[src/rtl/csa_resolve_89.sv]
// Carry-propagate resolver for a carry-save pair: sums c+s over several
// cycles, CHUNK bits per cycle, with valid/ready on both sides.
module csa_resolve_89 #(
  parameter int unsigned W     = 89,
  parameter int unsigned CHUNK = 30
) (
  input  logic         clk,
  input  logic         rst_n,
  input  logic         in_valid,
  output logic         in_ready,
  input  logic [W-1:0] c_in,
  input  logic [W-1:0] s_in,
  output logic         out_valid,
  input  logic         out_ready,
  output logic [W-1:0] sum,
  output logic         cout
);

  localparam int unsigned NCHUNK = (W + CHUNK - 1) / CHUNK;
  localparam int unsigned LASTW  = W - (NCHUNK - 1) * CHUNK;
  localparam int unsigned KW     = (NCHUNK > 1) ? $clog2(NCHUNK) : 1;
  localparam logic [W:0]    ONE_SH = (W+1)'(1) << CHUNK;
  localparam logic [W-1:0]  MASK   = W'(ONE_SH - (W+1)'(1));
  localparam logic [KW-1:0] KLAST  = KW'(NCHUNK - 1);

  typedef enum logic [1:0] {IDLE, ADD, DONE} state_t;

  state_t            state, state_nx;
  logic [W-1:0]      c_reg, s_reg;
  logic [KW-1:0]     k;
  logic              carry;
  logic              load, step_en, last;
  int unsigned       shamt;
  logic [CHUNK-1:0]  sl_c, sl_s;
  logic [CHUNK:0]    slice_sum;
  logic              carry_nx;
  logic [W-1:0]      sum_merged;

  // Slice datapath: the narrow last slice carries out at bit LASTW, not CHUNK.
  always_comb begin
    shamt      = 32'(k) * CHUNK;
    last       = (k == KLAST);
    sl_c       = CHUNK'(c_reg >> shamt);
    sl_s       = CHUNK'(s_reg >> shamt);
    slice_sum  = (CHUNK+1)'(sl_c) + (CHUNK+1)'(sl_s) + (CHUNK+1)'(carry);
    carry_nx   = last ? slice_sum[LASTW] : slice_sum[CHUNK];
    sum_merged = (sum & ~(MASK << shamt)) | (W'(slice_sum[CHUNK-1:0]) << shamt);
  end

  always_comb begin
    state_nx = state;
    load     = 1'b0;
    step_en  = 1'b0;
    case (state)
      IDLE: begin
        if (in_valid) begin
          state_nx = ADD;
          load     = 1'b1;
        end
      end
      ADD: begin
        step_en = 1'b1;
        if (last) state_nx = DONE;
      end
      DONE: begin
        if (out_ready) state_nx = IDLE;
      end
      default: state_nx = IDLE;
    endcase
  end

  assign in_ready = rst_n && (state == IDLE);

  always_ff @(posedge clk) begin
    if (!rst_n) begin
      state     <= IDLE;
      k         <= '0;
      carry     <= 1'b0;
      sum       <= '0;
      cout      <= 1'b0;
      out_valid <= 1'b0;
      c_reg     <= '0;
      s_reg     <= '0;
    end else begin
      state     <= state_nx;
      out_valid <= (state_nx == DONE);
      if (load) begin
        c_reg <= c_in;
        s_reg <= s_in;
        k     <= '0;
        carry <= 1'b0;
      end
      if (step_en) begin
        sum   <= sum_merged;
        carry <= carry_nx;
        k     <= last ? '0 : k + KW'(1);
        if (last) cout <= carry_nx;
      end
    end
  end

endmodule

[config.mk]
export PLATFORM = sky130hd
export DESIGN_NAME = csa_resolve_89
export DESIGN_NICKNAME = d
export VERILOG_FILES = /design/src/rtl/csa_resolve_89.sv
export SDC_FILE = /design/constraint.sdc
export NUM_CORES = 1
export LEC_CHECK = 0
export CELL_PAD_IN_SITES_DETAIL_PLACEMENT = 1
export CELL_PAD_IN_SITES_GLOBAL_PLACEMENT = 1
export CORE_UTILIZATION = 35
export DETAILED_ROUTE_END_ITERATION = 7
export GPL_ROUTABILITY_DRIVEN = 0
export PLACE_DENSITY_LB_ADDON = 0.1
export SLEW_MARGIN = 20
export SYNTH_ARGS = -nofsm -noshare
export SYNTH_HDL_FRONTEND = slang
export SYNTH_SLANG_ARGS = --single-unit
[constraint.sdc]
create_clock -name clk -period 5 [get_ports clk]
set_clock_uncertainty 0.15 [all_clocks]
set_input_delay 0.5 -clock clk [delete_from_list [all_inputs] [get_ports clk]]
set_output_delay 0.5 -clock clk [all_outputs]
set_load 0.02 [all_outputs]
==> flow_summary.ini <==
[status]
outcome = completed

[timing]
finalSetupTns_ps = 0
setup_viol = 0
finalHoldViolCount = 0
maxSlewHeadroom = 0.303
fin_crit_sh = 0.947
rsz0062_at_grt = false
whs_ps = 303
tightest_slew_ps = 1040
finalCriticalPeriod_ps = 4740
max_freq_mhz = 211
maxSlewViolCount = 0

[place]
hpwl_um = 41300
numPortBuffers = 273
placed_cells_incl_taps = 2606

[synthesis]
synthArstFlopShare = 0
synth_area_mm2 = 0.0144
synth_edf_count = 0
synth_top_area_cell = dfxtp_1
synth_area_leaders = dfxtp_1 38%, nand2_1 14%, a21oi_1 8.8%, mux2i_1 5.4%, clkbuf_1 3.2%
ys_warn_count = 0
seq_area_frac_synth = 0.381
netlist.area_leader.share = 0.381
synthDistinctLibCells = 80
synth_ff_type = dfxtp_1
syn_inst = 1907
ys_ff_latch = 274
synth.avg_cell_area_um2 = 7.55
synth_nets = 2127
synthTopCellsByCount = 536 x nand2_1, 274 x dfxtp_1, 254 x a21oi_1
synth_most_common_cell = nand2_1

[finish]
syn_to_final_growth_pct = 30.1
final_nets = 2333
fin_util = 0.467
antenna_cells = 0
drive_gt1_frac = 0.0614
final_cells = 2658

[clock_network]
post_cts_buffers = 0
postCtsHoldBufs = 0
cts.repair.resized = 0
htree_levels = 1
worstSkewPairLatency_ps = 570
clock-sinks = 274
cts-root-buf = clkbuf_16
clock_path_buffers = 3
numCtsBuffers = 30
clk_pin_slew_ps = 70
cts_tree = done

[route]
vias = 14806
drc = 0
wl_per_cell_um = 20.8
wirelength_um = 55200
antenna_left = 0
firstDrtPassIters = 5
via_per_inst = 5.57
initialDrtViolationCount = 920

[worst_setup_path]
arrival_ps = 5060
critical_path_class = reg2reg
critical_path_required_ps = 5320
critPathLaunch = k[0]
r2r_slack_ps = 260
critPathMaxFanout = 40
crit_end = sum[52]
critical_path.endpoint_type = flop
regToRegStartpoint = k[0]
cp-start-kind = flop
r2r-end = sum[52]
r2r_cells = 14

[grt]
grt-ovfl-total = 0
antenna_found_initial = 0
grt_pass1_vias = 14848
grt_max_degree = 157
grt_use_total = 0.256
grt_pass1_wl_um = 84800

[floorplanning]
die_area_mm2 = 0.0419
initial_core_util = 0.359
die_w_um = 205
io-pin-count = 274
rows = 73
die_h_um = 205
core_area_mm2 = 0.0401

[pwr]
power.total_uw = 6120
seqPwrFrac = 0.388
p_leak_uw = 0.00675
p_per_area_mw_per_mm2 = 327
vdd_drop_max_mv = 0.222
p_switching_uw = 1840
p_sw_frac = 0.301
p_clk_frac = 0.385
intPower_uw = 4280
p_comb_frac = 0.227

[hold_path]
hold_class = reg2reg

[flow_run]
maxCapViolCount = 0
==> power by group through the flow <==
stage / sequential [uW] / clock [uW] / combinational, uW
6_report: 2370 / 2360 / 1390
3_5_place_dp: 2420 / 0 / 1370
4_1_cts: 2370 / 2390 / 1380
3_3_place_gp: 2420 / 0 / 1350
2_1_floorplan: 2420 / 0 / 778
5_1_grt: 2390 / 2490 / 1490
==> per-layer routing <==
metal	wire length, um	track usage	up-vias
met2	26400	0.435	456
li1	-	-	7143
met5	0	0	-
met3	2810	0.0272	87
met4	1650	0.0885	0
met1	24300	0.335	7120
==> worst max-delay path: stages, from the launching register on <==
cell,delay (ps)
dfxtp_4,480
buf_12,280
buf_12,210
mux2i_1,210
o22ai_1,110
ha_1,420
a21oi_1,260
o21ai_0,250
a211oi_1,380
nand2_1,200
a211oi_2,530
o22ai_1,200
a211oi_1,500
nand2_1,90
a311oi_1,300
==> cells in the final DEF, fill, tap and decap left out, drive strengths merged, types with 34 or more instances in the layout <==
master	Yosys	layout
o22ai	66	66
a21oi	255	255
dfxtp	274	274
clkdlybuf4s50	0	273
clkbuf	121	44
nor2	107	107
o21ai	59	59
mux2i	77	77
a22oi	34	34
ha	36	36
nand2	536	536
buf	25	47
==> worst min-delay path by stage <==
stage                     startpoint        end  slack (ps)  cells past startpoint
after global placement     s_reg[26]  s_reg[26]         290                      2
final                       s_reg[1]   s_reg[1]         300                      2
after floorplan             c_reg[0]   c_reg[0]         290                      2
after detailed placement    c_reg[3]   c_reg[3]         300                      2
after CTS                   s_reg[1]   s_reg[1]         300                      2
after global routing       c_reg[67]  c_reg[67]         310                      2
==> per-stage QoR <==
step	cell area [um^2]	setup slack [ps]
2_1_floorplan	14400	31.1
3_3_place_gp	17700	581
3_5_place_dp	17700	364
4_1_cts	18700	342
5_1_grt	18700	6.60
6_report	18700	264
==> kinds of logic (layout without fill, tap and decap cells) <==
| logic type | Yosys count | count (layout) | share of synthesized area |
|---|---|---|---|
| and+or+nand+nor | 764 | 764 | 0.219 |
| adders and majority gates | 38 | 38 | 0.0341 |
| buffers and inverters | 159 | 385 | 0.0428 |
| xor gates and xnor gates | 23 | 23 | 0.0140 |
| AOI/OAI and AO/OA | 564 | 564 | 0.247 |
| muxes | 85 | 85 | 0.0622 |
| DFF | 274 | 274 | 0.381 |
==> layout make-up <==
class | count | area, um^2
multi-input combinational | 1474 | 8320
clock buffer | 44 | 905
clock inverter | 8 | 143
tap | 525 | 657
timing repair buffer | 320 | 3160
sequential | 274 | 5490
inverter | 13 | 53.8
fill | 4831 | 21400
(Power assumes the default switching activity.)
